`src/rtl/mmio_timer_pkg.sv`:
```
// Shared definitions for the memory-mapped interval timer.
// Holds register offsets within the timer window, CTRL bit positions and
// the timer state encoding used by mmio_timer and timer_core.
package mmio_timer_pkg;

    // Register offsets, taken from ADDR[1:0]
    localparam logic [1:0] OFS_STATUS = 2'd0;
    localparam logic [1:0] OFS_CTRL   = 2'd1;
    localparam logic [1:0] OFS_PERIOD = 2'd2;
    localparam logic [1:0] OFS_SNAP   = 2'd3;

    // Bit positions inside a CTRL write
    localparam int unsigned B_CONT  = 0;
    localparam int unsigned B_START = 1;
    localparam int unsigned B_STOP  = 2;

    typedef enum logic {
        IDLE     = 1'b0,
        COUNTING = 1'b1
    } state_e;

endpackage

```
`src/rtl/mmio_timer_core.sv`:
```
// timer_core: down-counter and two-state run FSM of the interval timer.
// Ports:
//   clk, rst_n   - clock (rising edge), asynchronous active-low reset
//   start, stop  - one-cycle command pulses (stop has priority)
//   clr_to       - one-cycle request to clear the sticky timeout flag
//   cont         - auto-reload enable
//   period       - reload value; timeout period is period+1 cycles
//   count        - current counter value
//   run          - 1 while counting
//   to           - sticky timeout flag
module timer_core
    import mmio_timer_pkg::*;
(
    input  logic        clk,
    input  logic        rst_n,
    input  logic        start,
    input  logic        stop,
    input  logic        clr_to,
    input  logic        cont,
    input  logic [15:0] period,
    output logic [15:0] count,
    output logic        run,
    output logic        to
);

    state_e      state_q, state_d;
    logic [15:0] count_q, count_d;
    logic        to_q, to_d;
    logic        terminal;

    always_comb begin
        // NOTE: every variable written here gets a default first, so no
        // path leaves it unassigned and no latch is inferred.
        state_d  = state_q;
        count_d  = count_q;
        to_d     = to_q;
        terminal = (state_q == COUNTING) && (count_q == 16'd0);

        // Terminal count is applied after the software clear, so a clear
        // in the same cycle loses.
        if (clr_to) begin
            to_d = 1'b0;
        end
        if (terminal) begin
            to_d = 1'b1;
        end

        if (stop) begin
            state_d = IDLE;
        end else if (start) begin
            count_d = period;
            state_d = COUNTING;
        end else if (state_q == COUNTING) begin
            // Zero is checked before decrementing, so the count never wraps.
            if (!terminal) begin
                count_d = count_q - 16'd1;
            end else if (cont) begin
                count_d = period;
            end else begin
                state_d = IDLE;
            end
        end
    end

    always_ff @(posedge clk or negedge rst_n) begin
        // NOTE: sequential state uses non-blocking assignments so every flop
        // samples the pre-edge values, independent of statement order.
        if (!rst_n) begin
            state_q <= IDLE;
            count_q <= '0;
            to_q    <= 1'b0;
        end else begin
            state_q <= state_d;
            count_q <= count_d;
            to_q    <= to_d;
        end
    end

    assign count = count_q;
    assign run   = (state_q == COUNTING);
    assign to    = to_q;

endmodule

```
`src/rtl/mmio_timer.sv`:
```
// mmio_timer: memory-mapped interval timer on the data-memory port.
// Decodes a 4 KiB window selected by ADDR[15:12] == BASE, holds the CTRL,
// PERIOD and SNAP registers and returns registered read data one cycle
// after the address is presented.
// Ports:
//   Clock, Resetn - clock (rising edge), asynchronous active-low reset
//   ADDR          - processor address
//   DOUT          - processor write data
//   W             - write strobe
//   RDATA         - registered read data (0 when not selected)
//   SEL           - registered hit flag for the DIN mux
//   IRQ           - sticky timeout flag
module mmio_timer
    import mmio_timer_pkg::*;
#(
    parameter logic [3:0] BASE = 4'h3
) (
    input  logic        Clock,
    input  logic        Resetn,
    input  logic [15:0] ADDR,
    input  logic [15:0] DOUT,
    input  logic        W,
    output logic [15:0] RDATA,
    output logic        SEL,
    output logic        IRQ
);

    logic        hit;
    logic [1:0]  ofs;
    logic        wr_status, wr_ctrl, wr_period, wr_snap;
    logic        start, stop;
    logic        cont_q, cont_d;
    logic [15:0] period_q, period_d;
    logic [15:0] snap_q, snap_d;
    logic [15:0] rdata_q, rdata_d;
    logic        sel_q, sel_d;
    logic [15:0] count;
    logic        run, to;

    // ADDR[11:2] is deliberately not decoded; the registers alias across
    // the whole window.
    logic unused_addr;
    assign unused_addr = ^ADDR[11:2];

    assign hit       = (ADDR[15:12] == BASE);
    assign ofs       = ADDR[1:0];
    assign wr_status = W && hit && (ofs == OFS_STATUS);
    assign wr_ctrl   = W && hit && (ofs == OFS_CTRL);
    assign wr_period = W && hit && (ofs == OFS_PERIOD);
    assign wr_snap   = W && hit && (ofs == OFS_SNAP);
    assign start     = wr_ctrl && DOUT[B_START];
    assign stop      = wr_ctrl && DOUT[B_STOP];

    timer_core u_core (
        .clk    (Clock),
        .rst_n  (Resetn),
        .start  (start),
        .stop   (stop),
        .clr_to (wr_status),
        .cont   (cont_q),
        .period (period_q),
        .count  (count),
        .run    (run),
        .to     (to)
    );

    always_comb begin
        cont_d   = wr_ctrl   ? DOUT[B_CONT] : cont_q;
        period_d = wr_period ? DOUT         : period_q;
        // Captures the count as it stands before this edge's decrement.
        snap_d   = wr_snap   ? count        : snap_q;

        // Read data reflects register contents before this edge's write.
        sel_d   = hit;
        rdata_d = '0;
        if (hit) begin
            unique case (ofs)
                OFS_STATUS: rdata_d = {14'b0, run, to};
                OFS_CTRL:   rdata_d = {15'b0, cont_q};
                OFS_PERIOD: rdata_d = period_q;
                OFS_SNAP:   rdata_d = snap_q;
                default:    rdata_d = '0;
            endcase
        end
    end

    always_ff @(posedge Clock or negedge Resetn) begin
        if (!Resetn) begin
            cont_q   <= 1'b0;
            period_q <= '0;
            snap_q   <= '0;
            rdata_q  <= '0;
            sel_q    <= 1'b0;
        end else begin
            cont_q   <= cont_d;
            period_q <= period_d;
            snap_q   <= snap_d;
            rdata_q  <= rdata_d;
            sel_q    <= sel_d;
        end
    end

    assign RDATA = rdata_q;
    assign SEL   = sel_q;
    assign IRQ   = to;

endmodule

```
`config.mk`:
```
export PLATFORM = sky130hd
export DESIGN_NAME = mmio_timer
export DESIGN_NICKNAME = d
export VERILOG_FILES = /design/src/rtl/mmio_timer_pkg.sv /design/src/rtl/mmio_timer_core.sv /design/src/rtl/mmio_timer.sv
export SDC_FILE = /design/constraint.sdc
export NUM_CORES = 1
export LEC_CHECK = 0
export BUFFER_PORTS_ARGS = -buffer_cell sky130_fd_sc_hd__buf_4
export CAP_MARGIN = 10
export CELL_PAD_IN_SITES_DETAIL_PLACEMENT = 1
export CELL_PAD_IN_SITES_GLOBAL_PLACEMENT = 1
export CORE_ASPECT_RATIO = 2
export CORE_UTILIZATION = 48
export CTS_CLUSTER_DIAMETER = 30
export DETAILED_ROUTE_END_ITERATION = 10
export MAX_ROUTING_LAYER = met4
export PLACE_DENSITY = 0.91
export SLEW_MARGIN = 30
export SYNTH_ARGS = -nofsm -noshare
export SYNTH_HDL_FRONTEND = slang
export SYNTH_SLANG_ARGS = --single-unit
export TNS_END_PERCENT = 1
```
`constraint.sdc`:
```
create_clock -name Clock -period 4.4 [get_ports Clock]
set_input_delay 0.66 -clock Clock [delete_from_list [all_inputs] [get_ports Clock]]
set_output_delay 0.66 -clock Clock [all_outputs]
set_load 0.1 [all_outputs]
```
# Yosys cells after proc, flatten, opt, wreduce, memory -nomap -nowiden
# Index checks and enable logic that the tools add are counted.
[totals]
ff_bits = 68
latch_bits = 0
mem_bits_rw = 0
mem_bits_ro = 0
output_inout_bits = 18
memories = 0
[classes]
n_addsub = 1
multipliers = 0
div_mod_pow = 0
n_lt_le_gt_ge = 0
eq_ne = 5
shifts = 0
n_mux = 13
n_bitwise = 1
n_reduce_logical = 13
[ops]
columns = ["op", "n"]
rows = [
  ["$mux W16", 5],
  ["$pmux W16 S4", 1],
  ["$logic_not A16 Y1", 1],
  ["$sub A16 B1 Y16 const B", 1],
  ["$logic_and A1 B1 Y1", 8],
  ["$mux W1", 7],
  ["$eq A2 B2 Y1 const B", 2],
  ["$eq A4 B2 Y1 const B", 1],
  ["$reduce_bool A2 Y1", 2],
  ["$ne A3 B3 Y1 const B", 1],
  ["$reduce_and A3 Y1", 1],
  ["$eq A2 B1 Y1 const B", 1],
  ["$logic_not A2 Y1", 1],
  ["$not A1 Y1", 1],
]

# Logic depth before layout (Yosys ltp)
# Gate-level depths: netlist (run 1).
[depth]
word_depth = 6
depth_mapped = 8
depth_no_buf = 8

# Cells and area by module
# A second synthesis (run 1) with hierarchy kept.
[unflattened]
hier_cells = 273
area_unflattened_um2 = 3301.9
[by_module_without_submodules]
columns = ["module", "n_inst", "cells_per_inst", "area_per_inst_um2", "seq_area_each_um2"]
rows = [
  ["mmio_timer", 1, 136, 2058.2, 1251.2],
  ["timer_core", 1, 137, 1243.7, 450.4],
]

# Worst setup path after synthesis (run 1)
# OpenSTA, ideal clock, no wires.
[synth_path]
path_type = "input-to-reg"
from = "input port ADDR[1]"
to = "register u_core.count_q[11] (netlist: u_core.count[11])"
arrival_time_ps = 2050
required_ps = 4278
path_slack_ps = 2228
cell_stages = 7
path_cell_list = "clkbuf_1 -> and4b_2 -> a211o_1 -> o211ai_4 -> buf_6 -> a21oi_1 -> a2bb2oi_2"
[synth_via]
elab_chain_len = 5
[synth_lines]
columns = ["element", "line", "rtl"]
rows = [
  ["start: declaration", "mmio_timer.sv:20", "input logic [15:0] ADDR,"],
  ["$eq A2 B1 Y1 *", "mmio_timer.sv:48", "assign wr_ctrl = W && hit && (ofs == OFS_CTRL);"],
  ["$logic_and A1 B1 Y1 *", "mmio_timer.sv:48", ""],
  ["$logic_and A1 B1 Y1, on equally long branches", "mmio_timer.sv:51, mmio_timer.sv:52", ""],
  ["$ne A3 B3 Y1 (no line) (tied with other cells)", "-", ""],
  ["$reduce_and A3 Y1 (no line)", "-", ""],
  ["end signal: assignment", "mmio_timer_core.sv:74", "count_q <= count_d;"],
  ["end: declaration", "mmio_timer_core.sv:27", "logic [15:0] count_q, count_d;"],
]
# Mark *: on every way between the ends. The rest lies on a longest branch, timed or not.
# A chain may end at the register's enable or synchronous reset.

# Final worst setup path (run 1)
[layout_path]
from = "register u_core.count_q[0] (netlist: u_core.count[0])"
to = "register u_core.count_q[5] (netlist: u_core.count[5])"
[layout_via]
elab_chain_len = 5
[layout_lines]
columns = ["element"]
rows = [
  ["parallel branches: the longest is 5 deep, another holds $sub A16 B1 Y16"],
]
# Parallel ways; which one is timed is not known. The select of a mux whose other input is x is not followed.

==> results of run 1 <==
==> worst max-delay path: cells and delay by family, from the launching register on <==
kind / cells / cell delay, ps
compound gates: 3 / 1090
buf+inv: 2 / 360
fa+ha+maj: 1 / 160
simple gates: 1 / 480
flops: 1 / 390
==> worst paths after layout <==
check | start | to | slack (ps) | cells after the start
max in group asynchronous | Resetn | period_q[12] | 3400 | 1
worst max register to register | u_core.count[0] | u_core.count[5] | 1800 | 7
worst min register to register | snap_q[0] | snap_q[0] | 480 | 2
min in group Clock | snap_q[0] | snap_q[0] | 480 | 2
worst max-delay path | u_core.count[0] | u_core.count[5] | 1800 | 7
worst min-delay path | Resetn | snap_q[4] | 430 | 1
==> final cells by class <==
cell class | instances | area, sq um | area share
Inverter | 8 | 32.5 | 0.00840
Multi-Input combinational cell | 179 | 1390 | 0.358
Timing Repair Buffer | 45 | 342 | 0.0882
Tap cell | 86 | 108 | 0.0278
Clock inverter | 1 | 30.0 | 0.00775
Clock buffer | 14 | 274 | 0.0708
Sequential cell | 68 | 1700 | 0.439
==> cell usage in the layout (no fill, tap or decap), types with 4 or more instances in the layout <==
cell type / n
dfrtp_1: 68
buf_4: 44
mux2_2: 31
nor2_1: 24
mux2i_1: 23
o21ai_0: 16
nand2_1: 14
clkbuf_16: 9
a21oi_1: 8
inv_1: 6
o2bb2ai_1: 6
nor3_1: 5
nand4_1: 4
==> cells in the mapped netlist (all sizes together) (2+ instances only) <==
cell type / number
nor2b: 3
or3: 3
nand2: 14
nand4b: 2
mux2i: 23
a22oi: 5
and3: 2
o2bb2ai: 6
dfrtp: 68
nor4: 3
clkbuf: 6
or4b: 2
nand3: 3
o21ai: 17
a21oi: 9
ha: 2
mux2: 31
buf: 7
nor3: 6
nand4: 4
a2bb2oi: 6
nor2: 24
inv: 8
o22ai: 2
==> power by group <==
group	internal, uW	leakage (uW)	switching [uW]	total [uW]
Sequential	700	0.000911	82.9	783
Combinational	133	0.000845	185	318
Clock	481	0.000149	242	723
==> state kept, by name, indices dropped and copies added (netlist names) <==
register      flops
RDATA            16
period_q         16
snap_q           16
u_core.count     16
SEL               1
cont_q            1
u_core.run        1
u_core.to         1
==> layer usage <==
metal,up-vias,share of wire,routed length [um],track usage
met5,-,0,0,-
met4,0,0.041,318,0.155
met3,22,0.035,270,0.0604
met2,59,0.57,4400,0.448
met1,1185,0.36,2780,0.273
li1,1062,-,-,-
==> logic make-up after synthesis <==
| family | Yosys count | share of synthesized area |
|---|---|---|
| flip-flops | 68 | 0.535 |
| multiplexers | 55 | 0.189 |
| adder cells (fa/ha/maj) | 2 | 0.00787 |
| AND/OR/NAND/NOR | 72 | 0.119 |
| AO/OA/AOI/OAI | 50 | 0.116 |
| buffers and inverters | 21 | 0.0323 |
==> through the flow <==
stage / area, sq um / utilization / setup slack [ps] / cells / power [uW]
after CTS: 3860 / 0.607 / 1810 / 400 / 1840
final: 3870 / 0.609 / 1800 / 401 / 1820
after floorplan: 3180 / - / 2230 / 268 / 998
after detailed placement: 3560 / 0.559 / 1520 / 385 / 1110
after global placement: 3550 / 0.558 / 1590 / 385 / 1080
after global routing: 3870 / 0.609 / 1650 / 401 / 1910
==> results, run 1 <==
- The initial antenna violation count is 0.
- The total negative slack is 0 ps.
- In this run the clock root is driven by a clkbuf_16.
- The first-pass GRT wire length is 12.7 mm.
- The clock passes through at most 2 buffers.
- The worst setup path is launched from a flop.
- The number of max-slew violations in the final report is 0.
- Yosys mapped a number of flops with a built-in enable equal to 0.
- The critical path start-end classification is reg2reg.
- The count of vias placed by the detailed router is between 2k and 2.5k.
- For this block, the routed nets add up to 7.77 mm of wire.
- The minimum period implied by the final worst setup slack is about 2600 ps.
- Derived from the worst setup path, the maximum achievable clock frequency is 0.385 GHz.
- Traced cell by cell, the critical path runs through inv_1, ha_1, or4b_1, a211o_1, o211ai_4, inv_4, a22o_2.
- The required time of the worst setup path is about 4600 ps.
- Of the post-synthesis cell area, the dominant cell type holds 0.535.
- The hold violation total from the final report is 0.
- The wire-length estimate of the detail-placed layout is 5.16 mm.
- Of all cell types, the one taking the most synthesized area is dfrtp_1.
- The initial utilization of the core area, before any placement, comes to 0.500.
- The number of design rule violations left after detail routing is 0.
- The share of the clock period used by the worst path is 0.590.
- The post-cts resize count is 0.
- The tool flagged a number of max-cap violations equal to 0.
- In this run the power density over the cells is 471 mW/mm^2.
- In the post-synthesis netlist, the biggest area contributors are dfrtp_1 (54%), mux2_2 (11%), mux2i_1 (7.2%), nor2_1 (2.8%), o21ai_0 (2.5%).
- The filler cell count is 681.
- In this run the worst path has a maximum fanout of 19.
- The number of global-route vias before repair is about 2.5k.
- In this run, distinct cell masters in the synthesized netlist total 47.
- Across every metal layer, demand over resource in global routing totals 0.265.
- Setup repair after global routing left no endpoint under its margin.
- The die covers 0.00697 sq mm.
- For the pin with the worst max-slew slack, the measured transition is 851 ps.
- The floorplan core area is 0.00636 sq mm.
- The highest ir drop seen on vdd is 0.355 mV.
- The mean post-synth cell area is approximately 12 sq um.
- The slowest cell on the critical path is or4b_1.
- The run finished with clean final reports.
- The die is 59.5 um wide.
- TritonCTS built the clock tree.
- The number of clock buffers added by TritonCTS is 9.
- Entering global routing, the biggest net connects slightly below 70 pins.
- The congestion estimate from routability-driven global placement came to roughly 0.83.
- In this design, the stage delay of the slowest critical-path cell is 480 ps.
- The total leakage power is 0.00190 uW.
- The number of hold buffers added after CTS was 0.
- After clock tree synthesis, the clock-pin slew on the worst setup and hold paths is approximately 50 ps.
- In this run, the number of DRC markers left after iteration 0 of detailed routing was ~120.
- The sequential share of the synthesized area is 0.535.
- Buffers placed on the I/O ports in this run total 42.
- Yosys printed 0 warnings.
- The first detailed-routing pass took 4 iterations.
- The async set-reset flop share out of synthesis is 1.00.
- For this design, the sink count on the clock tree is about 70.
- The number of antenna diodes in the final layout is 0.
- Pin placement for this block handled 53 I/O pins.
- At the end of the flow, the number of nets in the layout was approximately 350.
- The buffers inserted during post-CTS setup optimization is 0.
- The relative max-transition margin is 0.433.
- CTS built an H-tree with a depth of 3.
- The ratio of cells with drive above 1 in the final layout is 0.333.
- Counting every instance in the synthesized netlist gives 268.
- The class of the tightest hold or removal check is in2async.
- After global routing the overflow that remains totals 0.
- The type of destination of the critical path is a flop.
- The vertical die dimension is 117 um.
- The count of nets left with antenna violations once routing finished came out at 0.
- Clock latency on the worst-skew pair, taken at its later pin, is 330 ps.
- The mapped netlist covers about 0.0032 sq mm.
- The largest clock skew in the final design is 8.73 ps.
- The floorplan has 41 rows.
- The arrival time at the worst endpoint is 2820 ps.
- The number of nets in the synthesized netlist is 305.
- The ratio of routed vias to standard cells is a little under 6.
- Compared with the post-synthesis result, the final layout area differs by 21.9%.
- The post-synthesis register bit count is 68.
- In the synthesized netlist the dominant register cell turns out to be dfrtp_1.
- Across all hold checks on the routed design, the worst slack comes to 431 ps.
- Setup violations remaining at the end of the flow were counted as 0.
- The routed wirelength normalized by instance count is 19.4 um.
Power figures use the tool's default switching activity.
==> run 2, diff against run 1 <==
--- a/config.mk
+++ b/config.mk
@@ -5,16 +5,17 @@
 export SDC_FILE = /design/constraint.sdc
 export NUM_CORES = 1
 export LEC_CHECK = 0
+export ABC_AREA = 1
 export BUFFER_PORTS_ARGS = -buffer_cell sky130_fd_sc_hd__buf_4
 export CAP_MARGIN = 10
 export CELL_PAD_IN_SITES_DETAIL_PLACEMENT = 1
 export CELL_PAD_IN_SITES_GLOBAL_PLACEMENT = 1
 export CORE_ASPECT_RATIO = 2
-export CORE_UTILIZATION = 48
+export CORE_UTILIZATION = 38
 export CTS_CLUSTER_DIAMETER = 30
 export DETAILED_ROUTE_END_ITERATION = 10
 export MAX_ROUTING_LAYER = met4
-export PLACE_DENSITY = 0.91
+export PLACE_DENSITY = 0.83
 export SLEW_MARGIN = 30
 export SYNTH_ARGS = -nofsm -noshare
 export SYNTH_HDL_FRONTEND = slang
==> constraint.sdc (replaced) <==
create_clock -name Clock -period 2.35 [get_ports Clock]
set_input_delay 0.3525 -clock Clock [delete_from_list [all_inputs] [get_ports Clock]]
set_output_delay 0.3525 -clock Clock [all_outputs]
set_load 0.1 [all_outputs]
==> results, run 2 <==
- The worst setup path is launched from a flop.
- The starting density of the core came to 0.391 (-0.109).
- The total negative slack is 0 ps (unchanged).
- The commonest register cell after synthesis is dfrtp_1.
- The number of primary I/O pins came to 53 (unchanged).
- The number of DRC markers after the initial detailed-route iteration came to 151 (+31%).
- The minimum period implied by the final worst setup slack is 1960 ps (-636 ps).
- The later-pin clock latency in the skew report is 330 ps (about the same).
- The commonest non-fill, non-tap cell in the layout is nand2_1.
- The number of maximum-capacitance violations was 0 (unchanged).
- The number of diodes added for antenna fixing is 0 (unchanged).
- The die outline area is 0.00923 sq mm (+32%).
- The first-pass GRT wire length is 15.5 mm (+23%).
- The summed instance area of the synthesized netlist is 0.00336 sq mm (+5.6%).
- The die width is 68.5 um (+15%).
- The number of warning messages in the yosys log was 0 (unchanged).
- The buffer cell driving the clock tree root is clkbuf_16.
- The run finished with clean final reports.
- The total leakage power came to 0.00209 uW (+9.6%).
- The number of max-slew violations in the final report is 0 (unchanged).
- The top-area cell type share of the netlist area came to 0.507 (-0.0283).
- The final RePlAce weighted congestion is 0.903 (+8.3%).
- The total grt overflow came to 0 (unchanged).
- The type of destination of the critical path is a flop.
- The critical path in this run is classified as reg2reg.
- The synthesized instance count is 401 (+50%).
- The clock transition at the registers of the reported paths is 60 ps (about the same).
- The number of detailed-routing iterations run before antenna repair came to 4 (unchanged).
- The number of levels the H-tree was split into is 3 (unchanged).
- The most repeated cell in the gate-level netlist after synthesis is nand2_1.
- The number of distinct standard cells referenced by the synthesized netlist is 30 (-36%).
- The buffers inserted during post-CTS setup optimization is 0 (unchanged).
- By area the synthesized netlist is led by dfrtp_1 (51%), nand2_1 (18%), nor2_1 (3.2%), o21ai_0 (3.1%), inv_1 (3.0%).
- The TritonCTS buffer count is 9 (unchanged).
- The relative max-transition margin came to 0.426 (-0.00720).
- The floorplan core area is 0.00859 sq mm (+35%).
- The number of design rule violations left after detail routing is 0 (unchanged).
- In this run the critical register-to-register path is captured at u_core.count[10].
- TritonCTS built the clock tree.
- The post-synthesis register bit count came to 68 (unchanged).
- The pin count of the biggest net entering global routing came to 69 (unchanged).
- The final hold slack is 123 ps (-308 ps).
- The top cell types in the final layout, fill and taps aside, are nand2_1 (161), dfrtp_1 (68), buf_4 (46).
- The total global routing track utilization is 0.240 (-0.0247).
- The clock sink total is 68 (unchanged).
- The biggest area contributor in the post-synthesis netlist is dfrtp_1.
- The power density over the cells is 1090 mW/mm^2 (+130%).
- The placed wire-length estimate is 6.93 mm (+34%).
- Setup repair after global routing left no endpoint under its margin.
- The vertical die dimension was 135 um (+15%).
- The routed wirelength normalized by instance count is 17.3 um (-11%).
- The ratio of cells with drive above 1 in the final layout is 0.192 (-0.141).
- The flop-to-flop setup slack is 390 ps (-1410 ps).
- The number of rows in the core area is 48 (+17%).
- After synthesis, the most frequently instantiated cells are nand2_1 (161), dfrtp_1 (68), nor2_1 (29).
- The aggregate routed wire length is 9.53 mm (+23%).
- The layout-stage area growth over the synthesis result was 21.9% (about the same).
- The quantity of I/O buffers inserted on ports came to 42 (unchanged).
- The maximum fanout along the worst path is 15 (-4).
- The mean post-synth cell area is 8.37 sq um (-29%).
- The async set-reset flop share out of synthesis is 1.00 (unchanged).
- The maximum number of buffers from clock root to sink is 2 (unchanged).
- The upper clock frequency limit is 0.510 GHz (+32%).
- The initial antenna violation count is 0 (unchanged).
- The worst hold path belongs to the class in2async.
- The pin slew with the least headroom to its limit is 861 ps (+10.8 ps).
- The hold violation total from the final report is 0 (unchanged).
- The post-synth net total came to 438 (+44%).
- The number of cells on the worst reg-to-reg path is 10 (+3).
- The ratio of routed vias to standard cells is 5.15 (-11%).
- The count of vias placed by the detailed router is 2841 (+22%).
- The count of nets after finishing is 484 (+39%).
- The antenna violation net count after detailed routing came to 0 (unchanged).
- The largest clock skew in the final design is 4.93 ps (-3.80 ps).
- The setup-violating endpoint count in the final report is 0 (unchanged).
- The arrival time at the worst endpoint is 2180 ps (-640 ps).
- The number of synthesized flops with an enable pin is 0 (unchanged).
- The sequential share of the synthesized area is 0.507 (-0.0283).
- The required time of the worst setup path is 2570 ps (-2050 ps).
- The number of global-route vias before repair is 3142 (+25%).
- The share of the clock period used by the worst path was 0.835 (+0.244).
- The number of hold-repair buffers added at the cts stage came to 0 (unchanged).
- The post-cts resize count is 0 (unchanged).
- The launch instance of the worst register-to-register path is u_core.count[4].
- The highest ir drop seen on vdd came to 0.437 mV (+23%).
==> run 2: cell types whose count changed after synthesis, sizes merged, moves of 6 or more <==
cell | previous run | this run
a2bb2oi | 6 | 0
o2bb2ai | 6 | 0
mux2 | 31 | 17
a21oi | 9 | 19
inv | 8 | 29
nand3 | 3 | 10
mux2i | 23 | 0
xor2 | 0 | 6
nand2 | 14 | 167
o21ai | 17 | 26
nor2 | 24 | 37
==> run 2: layout make-up <==
class	count	area, sq um
clock buffers	13	270
multi-input cells	291	1460
repair buffers	46	345
clock inverters	3	67.6
well taps	100	125
flip-flops and latches	68	1700
inverters	31	119
fillers	1036	4500
==> run 2: cell families (layout without fill, tap and decap cells) <==
kind of cell             after synthesis  after routing  share of synthesized area
AND/OR/NAND/NOR                      217            217                      0.279
flip-flops                            68             68                      0.507
AO/OA/AOI/OAI                         48             48                     0.0742
buffers and inverters                 42             93                     0.0570
multiplexers                          17             17                     0.0570
XOR/XNOR                               7              7                     0.0183
adder cells (fa/ha/maj)                2              2                    0.00746
==> run 2: where the power goes <==
part	internal [uW]	switching [uW]
Sequential	1380	240
Combinational	450	903
Clock	1020	491
==> run 2: worst max path at each step <==
stage,endpoint,slack (ps),depth (start not counted),start
6_report,u_core.count[10],390,10,u_core.count[4]
4_1_cts,u_core.count[10],420,10,u_core.count[4]
5_1_grt,u_core.count[6],230,10,u_core.count[4]
3_3_place_gp,snap_q[7],430,10,ADDR[14]
3_5_place_dp,snap_q[9],370,10,ADDR[15]
2_1_floorplan,u_core.count[10],890,10,u_core.count[0]
==> run 2: through the flow <==
stage,power (uW),setup slack (ps),cell area (sq um),utilization,std cells
final,4480,389,4090,0.476,552
after global routing,4730,227,4090,0.476,552
after CTS,4500,420,4090,0.476,552
after detailed placement,2960,369,3750,0.437,536
after global placement,2880,435,3750,0.437,536
after floorplan,2540,887,3360,-,401
==> run 2: layer usage <==
| layer | track usage | part of all wire | up-vias |
|---|---|---|---|
| met5 | - | 0 | - |
| met4 | 0.142 | 0.045 | 0 |
| met3 | 0.0422 | 0.019 | 27 |
| met2 | 0.418 | 0.57 | 53 |
| met1 | 0.235 | 0.37 | 1408 |
| li1 | - | - | 1353 |
==> run 2: worst max-delay path, cell delays in order (launching register included) <==
cell     delay (ps)
dfrtp_1         440
nor2_1          290
nand2_1         160
nor2_2          170
nand2_2         120
nand2_4         180
inv_1           190
nand2_1         120
nand2_1          50
nand2_1          60
nand2_1          50
